===== config.mk =====
export PLATFORM = sky130hd
export DESIGN_NAME = instruction_fetch
export DESIGN_NICKNAME = d
export VERILOG_FILES = /design/src/rtl/instruction_fetch.sv
export SDC_FILE = /design/constraint.sdc
export NUM_CORES = 1
export LEC_CHECK = 0
export ABC_AREA = 0
export ABC_CLOCK_PERIOD_IN_PS = 2800
export BUFFER_PORTS_ARGS = -buffer_cell sky130_fd_sc_hd__buf_2
export CAP_MARGIN = 20
export CORE_MARGIN = 2
export CORE_UTILIZATION = 36
export DETAILED_ROUTE_END_ITERATION = 10
export RECOVER_POWER = 25
export SLEW_MARGIN = 30
export SYNTH_ARGS = -nofsm -noshare
export SYNTH_HDL_FRONTEND = slang
export SYNTH_SLANG_ARGS = --single-unit

===== constraint.sdc =====
create_clock -name clk -period 2.8 [get_ports clk]
set_input_delay 0.14 -clock clk [delete_from_list [all_inputs] [get_ports clk]]
set_output_delay 0.14 -clock clk [all_outputs]
set_load 0.03 [all_outputs]

===== src/rtl/instruction_fetch.sv =====
// instruction_fetch: owns the fetch PC, issues one-at-a-time word requests to
// instruction memory and buffers {pc, instr} pairs in a small FIFO for decode.
// Redirects flush all wrong-path state; an in-flight request is drained in
// DISCARD so its data never reaches the FIFO.
// Optional feature macro: RISCV_FETCH_MISALIGN_EN (sticky misaligned-redirect fault).
module instruction_fetch #(
    parameter logic [31:0] RESET_PC = 32'h00010000,
    parameter int          DEPTH    = 2
) (
    input  logic        clk,
    input  logic        reset,
    output logic        imem_req,
    output logic [31:0] imem_addr,
    input  logic        imem_ready,
    input  logic [31:0] imem_rdata,
    output logic        inst_valid,
    output logic [31:0] inst_data,
    output logic [31:0] inst_pc,
    input  logic        inst_ready,
    input  logic        redirect_valid,
    input  logic [31:0] redirect_pc,
    output logic        misalign_fault
);
    localparam int PW = $clog2(DEPTH);
    localparam int CW = PW + 1;

    typedef enum logic {RUN, DISCARD} state_t;

    state_t            state_q, state_d;
    logic [31:0]       fetch_pc_q, fetch_pc_d;
    logic [31:0]       hold_addr_q, hold_addr_d;
    logic [CW-1:0]     count_q, count_d;
    logic [PW-1:0]     head_q, head_d;
    logic [PW-1:0]     tail_q, tail_d;
    logic [31:0]       pc_mem_q [DEPTH];
    logic [31:0]       pc_mem_d [DEPTH];
    logic [31:0]       data_mem_q [DEPTH];
    logic [31:0]       data_mem_d [DEPTH];
    logic              push, pop;
    logic              fetch_en;
    logic [31:0]       target_pc;

`ifdef RISCV_FETCH_MISALIGN_EN
    logic fault_q, fault_d;
    assign fetch_en       = !fault_q;
    assign target_pc      = redirect_pc;
    assign misalign_fault = fault_q;
`else
    logic unused_redirect_lsbs;
    assign unused_redirect_lsbs = ^redirect_pc[1:0];
    assign fetch_en       = 1'b1;
    assign target_pc      = {redirect_pc[31:2], 2'b00};
    assign misalign_fault = 1'b0;
`endif

    // Request and FIFO-head outputs; all come from registered state (reset only masks the request)
    always_comb begin
        imem_req   = !reset && ((state_q == DISCARD) || (fetch_en && (count_q < CW'(DEPTH))));
        imem_addr  = (state_q == DISCARD) ? hold_addr_q : fetch_pc_q;
        inst_valid = (count_q != '0);
        inst_data  = inst_valid ? data_mem_q[head_q] : '0;
        inst_pc    = inst_valid ? pc_mem_q[head_q] : '0;
    end

    // Next-state: redirect beats push/pop; DISCARD drains the stale request before returning to RUN
    always_comb begin
        state_d     = state_q;
        fetch_pc_d  = fetch_pc_q;
        hold_addr_d = hold_addr_q;
        count_d     = count_q;
        head_d      = head_q;
        tail_d      = tail_q;
        pc_mem_d    = pc_mem_q;
        data_mem_d  = data_mem_q;
        push        = 1'b0;
        pop         = 1'b0;
`ifdef RISCV_FETCH_MISALIGN_EN
        fault_d     = fault_q;
`endif
        if (redirect_valid) begin
            fetch_pc_d = target_pc;
            count_d    = '0;
            head_d     = '0;
            tail_d     = '0;
            if (state_q == RUN) begin
                // Request still waiting: keep its address on the bus and drop its data later
                if (imem_req && !imem_ready) begin
                    state_d     = DISCARD;
                    hold_addr_d = fetch_pc_q;
                end
            end else if (imem_ready) begin
                // The stale request completes this cycle regardless of the new redirect
                state_d = RUN;
            end
`ifdef RISCV_FETCH_MISALIGN_EN
            fault_d = |redirect_pc[1:0];
`endif
        end else begin
            pop  = inst_valid && inst_ready;
            push = (state_q == RUN) && imem_req && imem_ready;
            if ((state_q == DISCARD) && imem_ready) state_d = RUN;
            if (push) begin
                pc_mem_d[tail_q]   = fetch_pc_q;
                data_mem_d[tail_q] = imem_rdata;
                tail_d             = tail_q + PW'(1);
                fetch_pc_d         = fetch_pc_q + 32'd4;
            end
            if (pop) head_d = head_q + PW'(1);
            count_d = count_q + CW'(push) - CW'(pop);
        end
    end

    // State registers with synchronous active-high reset
    always_ff @(posedge clk) begin
        if (reset) begin
            state_q     <= RUN;
            fetch_pc_q  <= RESET_PC;
            hold_addr_q <= '0;
            count_q     <= '0;
            head_q      <= '0;
            tail_q      <= '0;
            for (int i = 0; i < DEPTH; i++) begin
                pc_mem_q[i]   <= '0;
                data_mem_q[i] <= '0;
            end
`ifdef RISCV_FETCH_MISALIGN_EN
            fault_q     <= 1'b0;
`endif
        end else begin
            state_q     <= state_d;
            fetch_pc_q  <= fetch_pc_d;
            hold_addr_q <= hold_addr_d;
            count_q     <= count_d;
            head_q      <= head_d;
            tail_q      <= tail_d;
            pc_mem_q    <= pc_mem_d;
            data_mem_q  <= data_mem_d;
`ifdef RISCV_FETCH_MISALIGN_EN
            fault_q     <= fault_d;
`endif
        end
    end
endmodule

==> impl_metrics.env <==
export IMPL_synthArstFlopShare_pct=0
export IMPL_cts_sinks=189
export IMPL_rows=57
export IMPL_worstPathRequired_ns=3.14
export IMPL_layout_common_cells="nand2_1 (329), dfxtp_1 (188), a21oi_1 (161)"
export IMPL_min_from="redirect_pc[18]"
export IMPL_route_met2_wl_mm=12.24
export IMPL_avgRoutedWirePerCell_um=15.58
export IMPL_critPathLaunch="count_q[1]"
export IMPL_synth_area_per_cell_um2=7.610
export IMPL_clock_skew_ns=0.01082
export IMPL_synthSimpleGateAreaFrac_pct=25.26
export IMPL_synth_compound_area_share_pct=13.89
export IMPL_initial_core_util_pct=36.35
export IMPL_vias=8362
export IMPL_setup_viol=0
export IMPL_dp_slack_ns=0.3878
export IMPL_hold_depth=3
export IMPL_r2r_start="count_q[1]"
export IMPL_ys_ff_latch=189
export IMPL_dr_pass1_iters=5
export IMPL_synth_distinct_cells=47
export IMPL_root_buffer="clkbuf_16"
export IMPL_synthXorXnorAreaFrac_pct=1.103
export IMPL_cp_data_arrival_time_ns=2.86
export IMPL_layout_setup_ws_ns=0.2829
export IMPL_ff2ff_path_depth=6
export IMPL_power_density_nw_per_um2=539.0
export IMPL_path_class="reg2reg"
export IMPL_drt_wl_total_mm=25.62
export IMPL_track_usage_pct=19.63
export IMPL_period_share_pct=89.90
export IMPL_hold_class="in2reg"
export IMPL_cts_buffers=17
export IMPL_timing_hold_violations_final=0
export IMPL_drtIter0Drc=599
export IMPL_clock_fmax_mhz=397.3
export IMPL_die_h_um=159.8
export IMPL_ioPinCount=168
export IMPL_dpl_cell_area_um2=9853
export IMPL_nets=1379
export IMPL_r2r_setup_slack_ns=0.28
export IMPL_cts_path_max_buffers=2
export IMPL_status="complete, no violations"
export IMPL_fp_dieW_um=159.8
export IMPL_grt_pass1_vias=7608
export IMPL_overflow=0
export IMPL_synth_top_family_by_area="simple AND/OR/NAND/NOR gates"
export IMPL_port_buffer_count=160
export IMPL_layout_drive_gt1_share_pct=18.79
export IMPL_cp_start_kind="flop"
export IMPL_antennaDiodeCount=0
export IMPL_finalSetupTns_ns=0
export IMPL_relSlewSlack_pct=30.31
export IMPL_wl_met1_mm=11.72
export IMPL_highest_layer="met4"
export IMPL_ant_nets=0
export IMPL_drv_slew=0
export IMPL_rsz0062_at_grt="false"
export IMPL_final_common_cell="nand2_1"
export IMPL_ir_drop_v=0.0003173
export IMPL_r2r_end="data_mem_q[26]"
export IMPL_power_total_mw=5.885
export IMPL_power_leakage_nw=3.895
export IMPL_core_area_um2=24030
export IMPL_synth_area_mux_share_pct=10.18
export IMPL_wl_met3_mm=1.190
export IMPL_synth_edff_count=0
export IMPL_finalWeightedCongestion=0.7963
export IMPL_synth_warnings=0
export IMPL_dp_hpwl_mm=15.93
export IMPL_crit_path_end_kind="flop"
export IMPL_synthToLayoutAreaGrowth_pct=24.99
export IMPL_die_area_um2=25530
export IMPL_tightest_slew_ns=1.045
export IMPL_grt_first_pass_wirelength_mm=40.61
export IMPL_cts_clk_slew_worst_paths_ns=0.08
export IMPL_grt_antenna_before_repair=0
export IMPL_cp_max_fo=26
export IMPL_synth_ff_type="dfxtp_1"
export IMPL_synthesis_area_um2=8736
export IMPL_via_per_inst=5.086
export IMPL_clock_latency_ns=0.43
export IMPL_netlist_instances=1148
export IMPL_drv_cap=0
export IMPL_ys_seq_area_share_pct=43.31
export IMPL_synthAdderAreaFrac_pct=0.4297
export IMPL_drc_errors=0
export IMPL_grt_max_degree=202
export IMPL_cts_tree="done"
export IMPL_cts_htree_levels=4
export IMPL_final_cell_area_um2=10920
export IMPL_layout_min_cycle_time_ns=2.517
export IMPL_holdPathEnd="fetch_pc_q[18]"
export IMPL_hold_ws_ns=0.006455
## stage by stage
stage | instances | utilization, %
2_1_floorplan | 1152 | -
6_report | 1644 | 45.43
5_1_grt | 1644 | 45.43
3_5_place_dp | 1561 | 41.00
3_3_place_gp | 1561 | 41.00
4_1_cts | 1644 | 45.55
## worst max-delay path by stage
stage,to,slack (ns),depth (start not counted)
floorplan,fetch_pc_q[23],0.39,7
global placement,fetch_pc_q[19],0.41,5
detailed placement,fetch_pc_q[23],0.39,5
CTS,fetch_pc_q[23],0.37,5
global route,data_mem_q[27],0.16,6
finish,data_mem_q[26],0.28,6
## report_power, final
group / switching, mW / total, mW / internal, mW
Sequential: 0.0806 / 2.84 / 2.75
Combinational: 0.408 / 0.652 / 0.245
Clock: 1.18 / 2.40 / 1.22
Total: 1.67 / 5.89 / 4.21
## layout make-up
cell class | count | area [um^2]
clock buffer | 18 | 439.2
clock inverter | 14 | 145.1
fill | 2479 | 13120
inverter | 20 | 75.07
multi-input combinational | 837 | 4488
sequential | 189 | 3787
tap | 324 | 405.4
timing repair buffer | 242 | 1579
## metal layers
| layer | track usage, % | vias to the layer above |
|---|---|---|
| met1 | 26.47 | 3918 |
| met2 | 32.45 | 234 |
| met5 | 0 | - |
| met3 | 3.013 | 32 |
| li1 | - | 4178 |
| met4 | 6.061 | 0 |
## state kept, by name (all words and copies together) (netlist names)
| name | cells |
|---|---|
| data_mem_q | 64 |
| pc_mem_q | 60 |
| fetch_pc_q | 30 |
| hold_addr_q | 30 |
| count_q | 2 |
| head_q | 1 |
| state_q | 1 |
| tail_q | 1 |
## cell families after synthesis
family          after synthesis
buf+inv                     126
xor+xnor                     11
compound gates              217
other cells                   1
fa+ha+maj                     3
mux                          86
flops                       189
simple gates                515
## Yosys cell counts, drive strengths merged (12+ instances only)
cell type | instances | share of area (%)
a21oi | 161 | 9.2
buf | 15 | 0.99
clkbuf | 91 | 3.9
dfxtp | 189 | 43
inv | 20 | 0.86
mux2 | 23 | 3.0
mux2i | 63 | 7.2
nand2 | 329 | 14
nand3 | 15 | 0.86
nand4 | 12 | 0.86
nor2 | 86 | 3.7
nor3 | 21 | 1.2
o21ai | 16 | 0.92
## what timing repair did
action	CTS	global route
gates resized for setup	0	0
buffers inserted	0	0
endpoints found under the hold margin	83	0
hold buffers	51	0
## worst max-delay path, cell delays in order, from the launching register on
cell and delay (ns):
dfxtp_1 0.41, nor4b_4 0.33, clkbuf_1 0.34, and3_1 0.83, buf_12 0.27, nand2_1 0.08
a21oi_1 0.15
(Power assumes the default switching activity.)
